$ cat src/rtl/trapez_peak_sampler.sv
// trapez_peak_sampler: measures the flat-top height of trapezoidal shaper pulses and reports one result per pulse.
// Ports: clk, reset (async active-low), shaper_data/shaper_valid (signed sample stream), arm (enable),
//   threshold (signed trigger level), height/height_valid/pileup (result), busy, event_count/pileup_count.
// Optional: define TRAPEZ_PEAK_FLATNESS_CHECK_EN to flag pile-up when the averaged flat top spread exceeds FLAT_TOL.
module trapez_peak_sampler #(
  parameter int DATA_W        = 16,
  parameter int RISE_LEN      = 32,
  parameter int FLAT_LEN      = 16,
  parameter int SAMPLE_OFFSET = 4,
  parameter int AVG_LOG2      = 3,
  parameter int CNT_W         = 16
`ifdef TRAPEZ_PEAK_FLATNESS_CHECK_EN
  , parameter int FLAT_TOL    = 16
`endif
) (
  input  logic                     clk,
  input  logic                     reset,
  input  logic signed [DATA_W-1:0] shaper_data,
  input  logic                     shaper_valid,
  input  logic                     arm,
  input  logic signed [DATA_W-1:0] threshold,
  output logic signed [DATA_W-1:0] height,
  output logic                     height_valid,
  output logic                     pileup,
  output logic                     busy,
  output logic [CNT_W-1:0]         event_count,
  output logic [CNT_W-1:0]         pileup_count
);
  localparam int AW = DATA_W + AVG_LOG2;
  localparam int TW = $clog2(2 * RISE_LEN + SAMPLE_OFFSET + 1);
  localparam logic [TW-1:0] RISE_END = TW'(RISE_LEN + SAMPLE_OFFSET - 1);
  localparam logic [TW-1:0] FALL_END = TW'(2 * RISE_LEN - 1);
  localparam logic [AVG_LOG2-1:0] ACC_END = '1;
  localparam logic [2:0] IDLE  = 3'd0;
  localparam logic [2:0] RISE  = 3'd1;
  localparam logic [2:0] ACCUM = 3'd2;
  localparam logic [2:0] FALL  = 3'd3;
  localparam logic [2:0] HOLD  = 3'd4;
  if (SAMPLE_OFFSET + 2 ** AVG_LOG2 > FLAT_LEN) begin : g_bad_cfg
    $fatal(1, "trapez_peak_sampler: averaging window extends past the flat top");
  end
  logic [2:0]          state;
  logic [TW-1:0]       tcnt;
  logic [AVG_LOG2-1:0] acnt;
  logic [AW-1:0]       acc;
  logic                prev_above, pend;
  logic                above, emit, emit_pu, flat_bad;
  assign busy = state != IDLE;
`ifdef TRAPEZ_PEAK_FLATNESS_CHECK_EN
  logic signed [DATA_W-1:0] mn, mx;
  logic [DATA_W:0]          spread;
  always_ff @(posedge clk or negedge reset)
    if (!reset) begin
      mn <= '0;
      mx <= '0;
    end else if (arm && shaper_valid && state == ACCUM) begin
      mn <= (acnt == '0 || shaper_data < mn) ? shaper_data : mn;
      mx <= (acnt == '0 || shaper_data > mx) ? shaper_data : mx;
    end
  // mx >= mn always, so the widened difference is non-negative
  assign spread   = {mx[DATA_W-1], mx} - {mn[DATA_W-1], mn};
  assign flat_bad = spread > (DATA_W + 1)'(FLAT_TOL);
`else
  assign flat_bad = 1'b0;
`endif
  always_comb begin
    above   = shaper_data > threshold;
    emit    = shaper_valid && arm && state == FALL && (!above || tcnt == FALL_END);
    // still above at emission time means the FALL timeout fired
    emit_pu = pend || above || flat_bad;
  end
  always_ff @(posedge clk or negedge reset)
    if (!reset) begin
      state        <= IDLE;
      prev_above   <= 1'b1;
      tcnt         <= '0;
      acnt         <= '0;
      acc          <= '0;
      pend         <= 1'b0;
      height       <= '0;
      height_valid <= 1'b0;
      pileup       <= 1'b0;
      event_count  <= '0;
      pileup_count <= '0;
    end else begin
      height_valid <= emit;
      pileup       <= emit && emit_pu;
      if (emit) begin
        height <= acc[AW-1:AVG_LOG2];
        if (emit_pu) pileup_count <= &pileup_count ? pileup_count : pileup_count + 1'b1;
        else event_count <= &event_count ? event_count : event_count + 1'b1;
      end
      if (shaper_valid) prev_above <= above;
      if (!arm) state <= IDLE;
      else if (shaper_valid)
        case (state)
          IDLE: if (above && !prev_above) begin
            state <= RISE;
            tcnt  <= '0;
            pend  <= 1'b0;
          end
          RISE: begin
            pend <= pend | !above;
            tcnt <= tcnt + 1'b1;
            if (tcnt == RISE_END) begin
              state <= ACCUM;
              acc   <= '0;
              acnt  <= '0;
            end
          end
          ACCUM: begin
            pend <= pend | !above;
            acc  <= acc + {{AVG_LOG2{shaper_data[DATA_W-1]}}, shaper_data};
            acnt <= acnt + 1'b1;
            if (acnt == ACC_END) begin
              state <= FALL;
              tcnt  <= '0;
            end
          end
          FALL: begin
            tcnt <= tcnt + 1'b1;
            if (emit) state <= above ? HOLD : IDLE;
          end
          HOLD: if (!above) state <= IDLE;
          default: state <= IDLE;
        endcase
    end
endmodule

$ cat config.mk
export PLATFORM = sky130hd
export DESIGN_NAME = trapez_peak_sampler
export DESIGN_NICKNAME = d
export VERILOG_FILES = /design/src/rtl/trapez_peak_sampler.sv
export SDC_FILE = /design/constraint.sdc
export NUM_CORES = 1
export LEC_CHECK = 0
export ABC_CLOCK_PERIOD_IN_PS = 2990
export CORE_ASPECT_RATIO = 2
export CORE_UTILIZATION = 54
export DETAILED_ROUTE_END_ITERATION = 12
export PLACE_DENSITY = 0.79
export SYNTH_ARGS = -nofsm -noshare
export SYNTH_HDL_FRONTEND = slang
export SYNTH_SLANG_ARGS = --single-unit
export TNS_END_PERCENT = 5
$ cat constraint.sdc
create_clock -name clk -period 2.99 [get_ports clk]
set_input_delay 0.598 -clock clk [delete_from_list [all_inputs] [get_ports clk]]
set_output_delay 0.598 -clock clk [all_outputs]
set_load 0.1 [all_outputs]
==> Yosys cells after proc, flatten, opt, wreduce, memory -nomap -nowiden <==
Cells that the tools add are included.
{ "word_totals": {"register_bits": 84, "output_inout_bits": 51} }
{ "classes": {"n_addsub": 5, "magnitude_cmp": 1, "eq_ne": 16, "n_mux": 18, "bitwise": 4, "n_reduce_logical": 24} }
{ "op_table": {"columns": ["cell", "count"], "rows": [
  ["$pmux 19 s2", 1],
  ["$add 16x1->16 const B", 2],
  ["$reduce_and 16->1", 2],
  ["$mux 3", 9],
  ["$pmux 7 s3", 1],
  ["$add 19x19->19", 1],
  ["$mux 19", 1],
  ["$gt 16x16->1", 1],
  ["$ne 3x3->1 const B", 5],
  ["$pmux 3 s5", 1],
  ["$eq 7x6->1 const B", 2],
  ["$mux 7", 2],
  ["$ne 2x2->1 const B", 4],
  ["$reduce_and 4->1", 2],
  ["$add 7x1->7 const B", 1],
  ["$eq 3x2->1 const B", 2],
  ["$eq 3x3->1 const B", 2],
  ["$pmux 3 s2", 1],
  ["$reduce_and 3->1", 2],
  ["$reduce_and 6->1", 1],
  ["$reduce_bool 3->1", 2],
  ["$logic_and 1x1->1", 5],
  ["$reduce_and 5->1", 1],
  ["$reduce_bool 2->1", 2],
  ["other kinds (10)", 15]
]} }

==> Logic depth before layout (Yosys ltp) <==
Gate-level depths: netlist (run 1).
{ "depth": {"word_depth": 8, "depth_mapped": 13, "mapped_depth_nobuf": 11} }

==> Worst setup path after synthesis (run 1) <==
OpenSTA, ideal clock, no wires.
{ "synth_path": {"path_type": "input to register", "startpoint": "in threshold[11]", "endpoint": "reg event_count[15]", "t_arrival_ns": 2.936, "required_ns": 2.828, "setup_slack_ns": -0.108, "path_stages": 11, "n_path_buf": 1, "cell_sequence": "inv_1 > ha_1 > a2111oi_2 > o21ai_1 > a31oi_1 > or3b_4 > a311o_1 > buf_6 > or3_4 > nor2_2 > xor2_1"} }
{ "synth_via": {"elab_chain_cells": 5, "word_cells_on_any_way": 7, "classes_between": "1 x order compare; 1 x bitwise; 5 x reduce/logical"} }
{ "synth_rtl": {"columns": ["element", "line", "text"], "rows": [
  ["start: declaration", "21", "input logic signed [DATA_W-1:0] threshold,"],
  ["$gt 16x16->1 *", "67", "above = shaper_data > threshold;"],
  ["$logic_not 1->1", null, null],
  ["$logic_or 1x1->1", "68", "emit = shaper_valid && arm && state == FALL && (!above || tcnt == FALL_END);"],
  ["$logic_and 1x1->1", "68", null],
  ["$reduce_and 3->1 (no line) *", null, null],
  ["end signal: assignment", "91", "else event_count <= &event_count ? event_count : event_count + 1'b1;"],
  ["end: declaration", "26", "output logic [CNT_W-1:0] event_count,"]
]} }
Mark *: on every way between the ends. The rest lies on a longest branch, timed or not.
A chain may end at the register's enable or synchronous reset.

==> Worst setup path after layout (run 1) <==
{ "layout_path": {"startpoint": "in shaper_data[15]", "endpoint": "reg event_count[13]"} }
{ "layout_via": {"elab_chain_cells": 5, "word_cells_on_any_way": 7, "classes_between": "1 x order compare; 1 x bitwise; 5 x reduce/logical"} }
{ "layout_rtl": {"columns": ["element", "line", "text"], "rows": [
  ["start: declaration", "18", "input logic signed [DATA_W-1:0] shaper_data,"],
  ["$gt 16x16->1 *", "67", null],
  ["$logic_not 1->1", null, null],
  ["$logic_or 1x1->1", "68", null],
  ["$logic_and 1x1->1", "68", null],
  ["$reduce_and 3->1 (no line) *", null, null]
]} }
Marks and branches as above.

==> impl_metrics.env, run 1 <==
export IMPL_fin_util_pct=75.6
export IMPL_reg2reg_depth=10
export IMPL_synth_common_cells="dfrtp_1, nand2_1, ha_1"
export IMPL_synth_area_leader_cell="dfrtp_1"
export IMPL_critPathLaunchType="primary input"
export IMPL_route_met3_wl_um=442
export IMPL_ir_worst_vdd_v=0.000478
export IMPL_drv_slew=0
export IMPL_drt_iter0_markers=270
export IMPL_fin_area_um2=6770
export IMPL_critPathKind="in -> reg"
export IMPL_worstSetupStartpoint="shaper_data[15]"
export IMPL_htreeDepth=3
export IMPL_endpoint_kind="register"
export IMPL_ys_seq_elements=84
export IMPL_synth_area_top_cells="dfrtp_1, ha_1, xnor2_1"
export IMPL_io_buffers=86
export IMPL_violations="negative setup slack"
export IMPL_synthCells=496
export IMPL_antenna_found_initial=0
export IMPL_syn_area_per_cell_um2=10.0
export IMPL_core_region_area_um2=8950
export IMPL_gp_congestion=0.975
export IMPL_fin_tns_setup_ns=-0.0240
export IMPL_cts_buffers=9
export IMPL_hold_buffers=0
export IMPL_first_global_vias=4673
export IMPL_areaGrowthSynthToFinish_pct=35.8
export IMPL_clk_pin_slew_ns=0.06
export IMPL_dieArea_um2=9640
export IMPL_status="finished, violations left"
export IMPL_drv_cap=0
export IMPL_num_rows=49
export IMPL_wl_met1_um=4610
export IMPL_worstMarginPinSlew_ns=1.06
export IMPL_power_leakage_nw=3.36
export IMPL_dp_hpwl_um=10200
export IMPL_dr_pass1_iters=4
export IMPL_setup_viol_count_final=1
export IMPL_pwr_density_cell_nw_per_um2=600
export IMPL_io_pin_count=87
export IMPL_finalHoldViolCount=0
export IMPL_grt_start_max_net_pins=48
export IMPL_r2r_start="acc[0]"
export IMPL_clock_latency_ns=0.34
export IMPL_fin_ws_ns=-0.0240
export IMPL_cts_max_path_buffers=2
export IMPL_fin_hold_ws_ns=0.252
export IMPL_timing_final_crit_share_pct=101
export IMPL_async_reset_ff_share_pct=100
export IMPL_slew_headroom_pct=28.8
export IMPL_cts_root_buf="clkbuf_16"
export IMPL_fillerInstances=635
export IMPL_r2r_end="acc[16]"
export IMPL_regArea_um2=2100
export IMPL_grtUsageTotal_pct=29.5
export IMPL_critPathRequiredTime_ns=3.24
export IMPL_die_x_um=69.9
export IMPL_rsz0062_at_grt="true"
export IMPL_cts_tree="yes"
export IMPL_synth_area_um2=4980
export IMPL_post_route_min_period_ns=3.01
export IMPL_finalWirelength_um=13800
export IMPL_yosysMostFrequentCell="dfrtp_1"
export IMPL_ys_warn_count=0
export IMPL_via_per_inst=6.06
export IMPL_final_nets=715
export IMPL_hold_class="in -> async"
export IMPL_drive_above_1_share_pct=31.1
export IMPL_overflow=0
export IMPL_route_met2_wl_um=7910
export IMPL_synth_net_count=572
export IMPL_synth_cell_types=59
export IMPL_reg2reg_slack_ns=0.36
export IMPL_cp_endpoint="event_count[13]"
export IMPL_top_layer_used="met4"
export IMPL_diodes=0
export IMPL_vias=4514
export IMPL_worstPathArrival_ns=3.27
export IMPL_place_area_um2=6250
export IMPL_skew_ns=0.00653
export IMPL_synth_edff_count=0
export IMPL_start_util_pct=55.7
export IMPL_ys_flop_type="dfrtp_1"
export IMPL_die_y_um=138
export IMPL_avgRoutedWirePerCell_um=18.6
export IMPL_drc_errors=0
export IMPL_multi_input_area_um2=2970
export IMPL_fmax_ghz=0.332
export IMPL_grt_pass1_wl_um=21900
export IMPL_antenna_left=0
export IMPL_synth_seq_area_share_pct=42.2
export IMPL_cp_max_fo=5
export IMPL_cts_sinks=84
export IMPL_yosys_area_top_type_share_pct=41.7
## worst max-delay path, cell delays in order
cell and delay (ns):
clkdlybuf4s15_1 0.26, ha_4 0.31, buf_4 0.11, nor2b_4 0.14, o221ai_1 0.11, a31oi_1 0.15, or3b_4 0.41, buf_6 0.13
a311o_1 0.32, or3_4 0.44, nor2_4 0.12, xor2_1 0.17
## cell families after synthesis
logic type	count (synthesis)	synth area share, %
AO/OA/AOI/OAI	100	13.7
XOR/XNOR	42	7.38
adder cells (fa/ha/maj)	40	10.2
buffers and inverters	39	3.31
flip-flops	84	42.2
multiplexers	27	5.92
AND/OR/NAND/NOR	164	17.3
## layer usage
metal	global-route usage (%)	vias up
li1	-	2089
met1	27.5	2228
met2	56.8	138
met3	4.14	59
met4	21.7	0
met5	0	-
## power by group
group,internal (mW),switching (mW)
sequential,1.30,0.166
combinational,0.702,0.785
clock,0.661,0.451
total,2.66,1.40
## cell usage in the layout (no fill, tap or decap), types with 4 or more instances in the layout
| cell type | netlist | routed |
|---|---|---|
| clkdlybuf4s15_1 | 0 | 4 |
| nand4_1 | 16 | 16 |
| and3_1 | 11 | 11 |
| dfrtp_1 | 83 | 83 |
| a21oi_1 | 15 | 13 |
| nor2_1 | 22 | 22 |
| ha_1 | 39 | 25 |
| xnor2_1 | 27 | 27 |
| and4_1 | 5 | 5 |
| ha_4 | 0 | 12 |
| a22o_1 | 5 | 5 |
| or3_1 | 4 | 4 |
| mux2_2 | 20 | 20 |
| inv_2 | 0 | 12 |
| clkdlybuf4s50_1 | 0 | 6 |
| o31ai_1 | 4 | 4 |
| or2_2 | 4 | 4 |
| o21ai_0 | 29 | 25 |
| nand3_1 | 19 | 19 |
| inv_1 | 25 | 13 |
| clkbuf_16 | 0 | 9 |
| nor3_1 | 9 | 7 |
| dlygate4sd2_1 | 0 | 24 |
| nor2b_1 | 7 | 6 |
| mux2i_1 | 7 | 7 |
| buf_4 | 0 | 108 |
| xor2_1 | 15 | 15 |
| nand2_1 | 46 | 46 |
| a21o_1 | 9 | 9 |
| o21ai_1 | 2 | 5 |
## stage by stage
step                setup slack (ns)  std cells  total power [mW]
CTS                          0.00956        745              4.02
detailed placement            -0.952        729              2.85
global route                  -0.108        745              4.26
floorplan                     0.0132        496              2.34
global placement              -0.838        729              2.79
finish                       -0.0240        745              4.06
## worst min-delay path by stage
stage / start / endpoint / depth (start not counted)
finish: reset / height[9] / 1
global route: reset / height[9] / 1
CTS: reset / height[9] / 1
detailed placement: event_count[9] / event_count[9] / 1
global placement: event_count[9] / event_count[9] / 1
floorplan: reset / acc[0] / 0
## area by class of cell
class,instances,share of cell area [%]
Sequential cell,84,31.1
Tap cell,102,1.89
Clock buffer,10,3.53
Timing Repair Buffer,146,17.5
Clock inverter,5,0.776
Inverter,25,1.39
Multi-Input combinational cell,373,43.9
## sequential cells by signal, summed over array words and instances (netlist names)
name	count
prev_above	1
event_count	16
acnt	3
tcnt	7
acc	19
height_valid	1
height	16
pend	1
state	3
pileup_count	16
pileup	1
## what timing repair did
| action | 4_1_cts | 5_1_grt |
|---|---|---|
| cloned | 0 | 0 |
| setup buffers | 3 | 0 |
| resized for setup | 82 | 4 |
| pin swaps | 24 | 1 |
| setup endpoints to repair | 63 | 32 |
No activity file was read; power rests on OpenSTA's default activity.
==> inputs of run 2 (changes only) <==
--- a/config.mk
+++ b/config.mk
@@ -7,9 +7,9 @@
 export LEC_CHECK = 0
 export ABC_CLOCK_PERIOD_IN_PS = 2990
 export CORE_ASPECT_RATIO = 2
-export CORE_UTILIZATION = 54
+export CORE_UTILIZATION = 35
 export DETAILED_ROUTE_END_ITERATION = 12
-export PLACE_DENSITY = 0.79
+export PLACE_DENSITY = 0.55
 export SYNTH_ARGS = -nofsm -noshare
 export SYNTH_HDL_FRONTEND = slang
 export SYNTH_SLANG_ARGS = --single-unit
==> run 2 against run 1 <==
  * The flow now finishes without violations
  * Sequential share of layout area fell by 0.70 points
  * Wire length shrank 1.1%
  * Maximum frequency up 0.86%
  * Core utilization fell by 26 points
  * Cell count grew 12%
  * First-iteration DRC count is 43% lower
  * Hold slack worse by 0.029 ns
  * Critical path depth unchanged
  * Global-route usage shrank 9.8 points
  * Clock power rose by 4%
  * Sequential power about the same
  * Sequential cell count unchanged
  * Critical path type unchanged
  * Largest cell class unchanged
==> impl_metrics.env, run 2 (synthesis gave the netlist of run 1 again) <==
export IMPL_status="finished clean"
export IMPL_cts_buffers=9
export IMPL_diodes=0
export IMPL_htreeDepth=3
export IMPL_finalHoldViolCount=0
export IMPL_reg2reg_depth=10
export IMPL_rsz0062_at_grt="true"
export IMPL_cts_max_path_buffers=2
export IMPL_worstPathArrival_ns=3.25
export IMPL_r2r_start="acc[0]"
export IMPL_hold_buffers=0
export IMPL_fmax_ghz=0.335
export IMPL_gp_congestion=0.901
export IMPL_critPathRequiredTime_ns=3.26
export IMPL_critPathKind="in -> reg"
export IMPL_setup_viol_count_final=0
export IMPL_grt_start_max_net_pins=50
export IMPL_antenna_left=0
export IMPL_finalWirelength_um=13700
export IMPL_die_x_um=86.4
export IMPL_fillerInstances=1302
export IMPL_cts_root_buf="clkbuf_16"
export IMPL_largest_register_ffs=19
export IMPL_first_global_vias=4460
export IMPL_endpoint_kind="register"
export IMPL_reg2reg_slack_ns=0.28
export IMPL_grt_pass1_wl_um=22200
export IMPL_cts_sinks=84
export IMPL_overflow=0
export IMPL_io_buffers=86
export IMPL_critPathLaunchType="primary input"
export IMPL_dr_pass1_iters=4
export IMPL_final_nets=718
export IMPL_drive_above_1_share_pct=32.1
export IMPL_grtUsageTotal_pct=19.7
export IMPL_slew_headroom_pct=55.2
export IMPL_ir_worst_vdd_v=0.000362
export IMPL_drv_cap=0
export IMPL_start_util_pct=35.9
export IMPL_cp_max_fo=5
export IMPL_timing_final_crit_share_pct=99.9
export IMPL_final_cell_mix="buf_4, dfrtp_1, nand2_1"
export IMPL_skew_ns=0.00856
export IMPL_dp_cells=817
export IMPL_drv_slew=0
export IMPL_num_rows=61
export IMPL_antenna_found_initial=0
export IMPL_clk_pin_slew_ns=0.07
export IMPL_hold_class="in -> async"
export IMPL_drt_iter0_markers=153
export IMPL_dp_hpwl_um=10400
export IMPL_fin_area_um2=6930
export IMPL_core_region_area_um2=13900
export IMPL_power_leakage_nw=3.38
export IMPL_avgRoutedWirePerCell_um=16.4
export IMPL_die_y_um=171
export IMPL_io_pin_count=87
export IMPL_clock_latency_ns=0.34
export IMPL_final_common_cell="buf_4"
export IMPL_top_register="acc"
export IMPL_worstMarginPinSlew_ns=0.671
export IMPL_stdcell_count=836
export IMPL_place_area_um2=6380
export IMPL_r2r_end="acc[18]"
export IMPL_drc_errors=0
export IMPL_pwr_density_cell_nw_per_um2=583
export IMPL_areaGrowthSynthToFinish_pct=39.0
export IMPL_cts_tree="yes"
export IMPL_via_per_inst=5.17
export IMPL_vias=4318
export IMPL_dieArea_um2=14800
export IMPL_fin_ws_ns=0.00168
export IMPL_post_route_min_period_ns=2.99
export IMPL_pre_cts_slack_ns=-0.862
run 2: report_power, final:
part	switching (mW)	internal, mW	total [mW]
combinational	0.728	0.700	1.43
clock	0.497	0.657	1.15
sequential	0.162	1.30	1.46
total	1.39	2.65	4.04
run 2: metal layers:
layer | vias to the layer above | wire, µm | GRT usage, %
met1 | 2106 | 5000 | 20.6
met5 | - | 0 | 0
met3 | 29 | 367 | 2.46
li1 | 2090 | - | -
met4 | 0 | 495 | 10.9
met2 | 93 | 7810 | 37.0
run 2: through the flow:
step / hold slack (ns) / total power, mW / utilization (%) / TNS (ns)
2_1_floorplan: 0.302 / 2.34 / - / 0
3_3_place_gp: 0.485 / 2.82 / 45.9 / -41.90
3_5_place_dp: 0.488 / 2.84 / 45.9 / -43.06
4_1_cts: 0.236 / 4.06 / 49.4 / -0.0210
5_1_grt: 0.266 / 4.30 / 49.9 / -0.176
6_report: 0.223 / 4.04 / 49.9 / 0
run 2: critical path, cell delays in order:
cell and delay (ns):
clkdlybuf4s50_1 0.46, inv_1 0.04, ha_1 0.27, and2_4 0.18, o21ai_4 0.09, a21boi_4 0.08
or3b_4 0.39, buf_6 0.13, a311o_1 0.37, or3_4 0.40, nor2_4 0.10, xor2_1 0.16
run 2: how the worst max path moves through the flow:
stage	start	to	slack [ns]
final	threshold[2]	event_count[13]	0.002
after global routing	threshold[2]	event_count[13]	-0.06
after CTS	threshold[3]	event_count[13]	-0.02
after detailed placement	threshold[1]	event_count[13]	-0.86
after global placement	threshold[1]	event_count[8]	-0.83
after floorplan	threshold[11]	event_count[15]	0.01
run 2: area by class of cell:
class / instances / area (µm²) / area share (%)
Clock inverter: 6 / 71.3 / 1.03
Multi-Input combinational cell: 373 / 2990 / 43.1
Sequential cell: 84 / 2100 / 30.4
Timing Repair Buffer: 149 / 1210 / 17.4
Tap cell: 189 / 236 / 3.41
Clock buffer: 10 / 229 / 3.31
Inverter: 25 / 93.8 / 1.35
run 2: timing repair:
item,CTS,global route
setup buffers,2,2
pin swaps,22,13
setup endpoints to repair,62,38
gates cloned,0,0
resized for setup,70,23
==> inputs of run 3 (changes only) <==
--- a/config.mk
+++ b/config.mk
@@ -10,6 +10,8 @@
 export CORE_UTILIZATION = 35
 export DETAILED_ROUTE_END_ITERATION = 12
 export PLACE_DENSITY = 0.55
+export SKIP_LAST_GASP = 1
+export SLEW_MARGIN = 20
 export SYNTH_ARGS = -nofsm -noshare
 export SYNTH_HDL_FRONTEND = slang
 export SYNTH_SLANG_ARGS = --single-unit
==> run 3 against run 2 <==
  * Register-to-register slack about the same
  * Clock power is essentially flat
  * Clock skew rose by 0.0012 ns
  * Hold slack got worse by 0.0028 ns
  * Combinational power about the same
  * Worst setup slack lost 0.0015 ns
  * Sequential cell count is the same
  * Count of clock-buffer cells in the layout unchanged
  * Maximum frequency about the same
  * Power is essentially flat
  * Sequential share of layout area up 0.088 points
  * Core utilization shrank 0.14 points
  * Largest power group unchanged
  * Highest routed layer unchanged
==> impl_metrics.env, run 3 (synthesis gave the netlist of run 1 again) <==
export IMPL_vias=4299
export IMPL_die_y_um=171
export IMPL_path_buf_inv=3
export IMPL_worstMarginPinSlew_ns=0.676
export IMPL_post_route_min_period_ns=2.99
export IMPL_gp_congestion=0.901
export IMPL_fin_hold_ws_ns=0.220
export IMPL_power_leakage_nw=3.38
export IMPL_die_x_um=86.4
export IMPL_num_rows=61
export IMPL_first_global_vias=4460
export IMPL_core_region_area_um2=13900
export IMPL_slew_headroom_pct=54.8
export IMPL_fmax_ghz=0.334
export IMPL_hold_class="in -> async"
export IMPL_io_pin_count=87
export IMPL_pwr_density_cell_nw_per_um2=585
export IMPL_cts_max_path_buffers=2
export IMPL_largest_register_ffs=19
export IMPL_avgRoutedWirePerCell_um=16.3
export IMPL_overflow=0
export IMPL_top_register="acc"
export IMPL_critPathLaunchType="primary input"
export IMPL_clk_pin_slew_ns=0.07
export IMPL_endpoint_kind="register"
export IMPL_antenna_left=0
export IMPL_start_util_pct=35.9
export IMPL_drv_slew=0
export IMPL_status="finished clean"
export IMPL_regArea_um2=2100
export IMPL_drive_above_1_share_pct=31.4
export IMPL_critPathRequiredTime_ns=3.26
export IMPL_path_cells="clkdlybuf4s50_1 > inv_1 > ha_1 > and2_4 > o21ai_4 > a21boi_4 > or3b_4 > buf_6 > a311o_1 > or3_4 > nor2_4 > xor2_1"
export IMPL_rsz0062_at_grt="true"
export IMPL_timing_final_crit_share_pct=100
export IMPL_areaGrowthSynthToFinish_pct=38.6
export IMPL_ir_worst_vdd_v=0.000362
export IMPL_dieArea_um2=14800
export IMPL_skew_ns=0.00971
export IMPL_cts_sinks=84
export IMPL_reg2reg_slack_ns=0.28
export IMPL_finalWirelength_um=13600
export IMPL_critPathKind="in -> reg"
export IMPL_grt_pass1_wl_um=22200
export IMPL_setup_viol_count_final=0
export IMPL_diodes=0
export IMPL_antenna_found_initial=0
export IMPL_multi_input_area_um2=2970
export IMPL_fillerInstances=1308
export IMPL_place_area_um2=6380
export IMPL_final_nets=718
export IMPL_finalHoldViolCount=0
export IMPL_htreeDepth=3
export IMPL_cts_root_buf="clkbuf_16"
export IMPL_fin_area_um2=6910
export IMPL_io_buffers=86
export IMPL_via_per_inst=5.14
export IMPL_grtUsageTotal_pct=19.7
export IMPL_drc_errors=0
export IMPL_drv_cap=0
export IMPL_grt_start_max_net_pins=50
export IMPL_cts_buffers=9
export IMPL_crit_path_top_delay_cell="clkdlybuf4s50_1"
export IMPL_dp_hpwl_um=10400
export IMPL_hold_buffers=0
export IMPL_critical_path_top_delay_family="simple AND/OR/NAND/NOR gates"
export IMPL_final_cell_mix="buf_4, dfrtp_1, nand2_1"
export IMPL_final_common_cell="buf_4"
export IMPL_dr_pass1_iters=4
export IMPL_worstPathArrival_ns=3.26
export IMPL_cp_max_fo=5
export IMPL_clock_latency_ns=0.35
export IMPL_cts_tree="yes"
export IMPL_max_stage_delay_ns=0.46
export IMPL_drt_iter0_markers=156
## run 3: area by class of cell
| type | instances | area share (%) |
|---|---|---|
| tap | 189 | 3.42 |
| timing repair buffer | 149 | 17.5 |
| multi-input combinational | 373 | 43.0 |
| sequential | 84 | 30.5 |
| clock buffer | 10 | 3.32 |
| inverter | 25 | 1.36 |
| clock inverter | 6 | 1.03 |
## run 3: repair_timing
item / CTS / global route
setup buffers: 2 / 2
pin swaps: 22 / 13
gates resized for setup: 69 / 18
endpoints found under the setup margin: 62 / 38
## run 3: worst paths after layout
| path | start | endpoint | depth (start not counted) |
|---|---|---|---|
| setup / recovery | threshold[2] | event_count[13] | 12 |
| hold / removal | reset | event_count[6] | 1 |
| setup reg to reg | acc[0] | acc[18] | 10 |
| hold reg to reg | event_count[12] | event_count[12] | 1 |
| max in group asynchronous | reset | prev_above | 2 |
| min in group clk | event_count[12] | event_count[12] | 1 |
## run 3: per-stage QoR
stage	setup TNS [ns]	power (mW)	setup WS (ns)	instances	utilization [%]
3_3_place_gp	-41.90	2.82	-0.828	817	45.9
5_1_grt	-0.535	4.30	-0.0643	836	49.7
4_1_cts	-0.0226	4.06	-0.0226	834	49.4
2_1_floorplan	0	2.34	0.0132	496	-
3_5_place_dp	-43.06	2.84	-0.862	817	45.9
6_report	0	4.04	0.000171	836	49.7
## run 3: worst register-to-register path, delay by kind of cell (launching register included)
family | cells | cell delay (ns)
muxes | 1 | 0.20
DFF | 1 | 0.40
adders and majority gates | 2 | 0.59
AOI/OAI and AO/OA | 7 | 1.44
## run 3: routing by layer
metal  wire length [µm]  track usage, %
met4                525            10.9
met5                  0               0
met1               5010            20.6
met2               7750            37.0
met3                348            2.46
## run 3: power by group
part	leakage (nW)	switching (mW)	internal (mW)
Combinational	2.10	0.728	0.699
Clock	0.140	0.501	0.657
Sequential	1.14	0.162	1.30
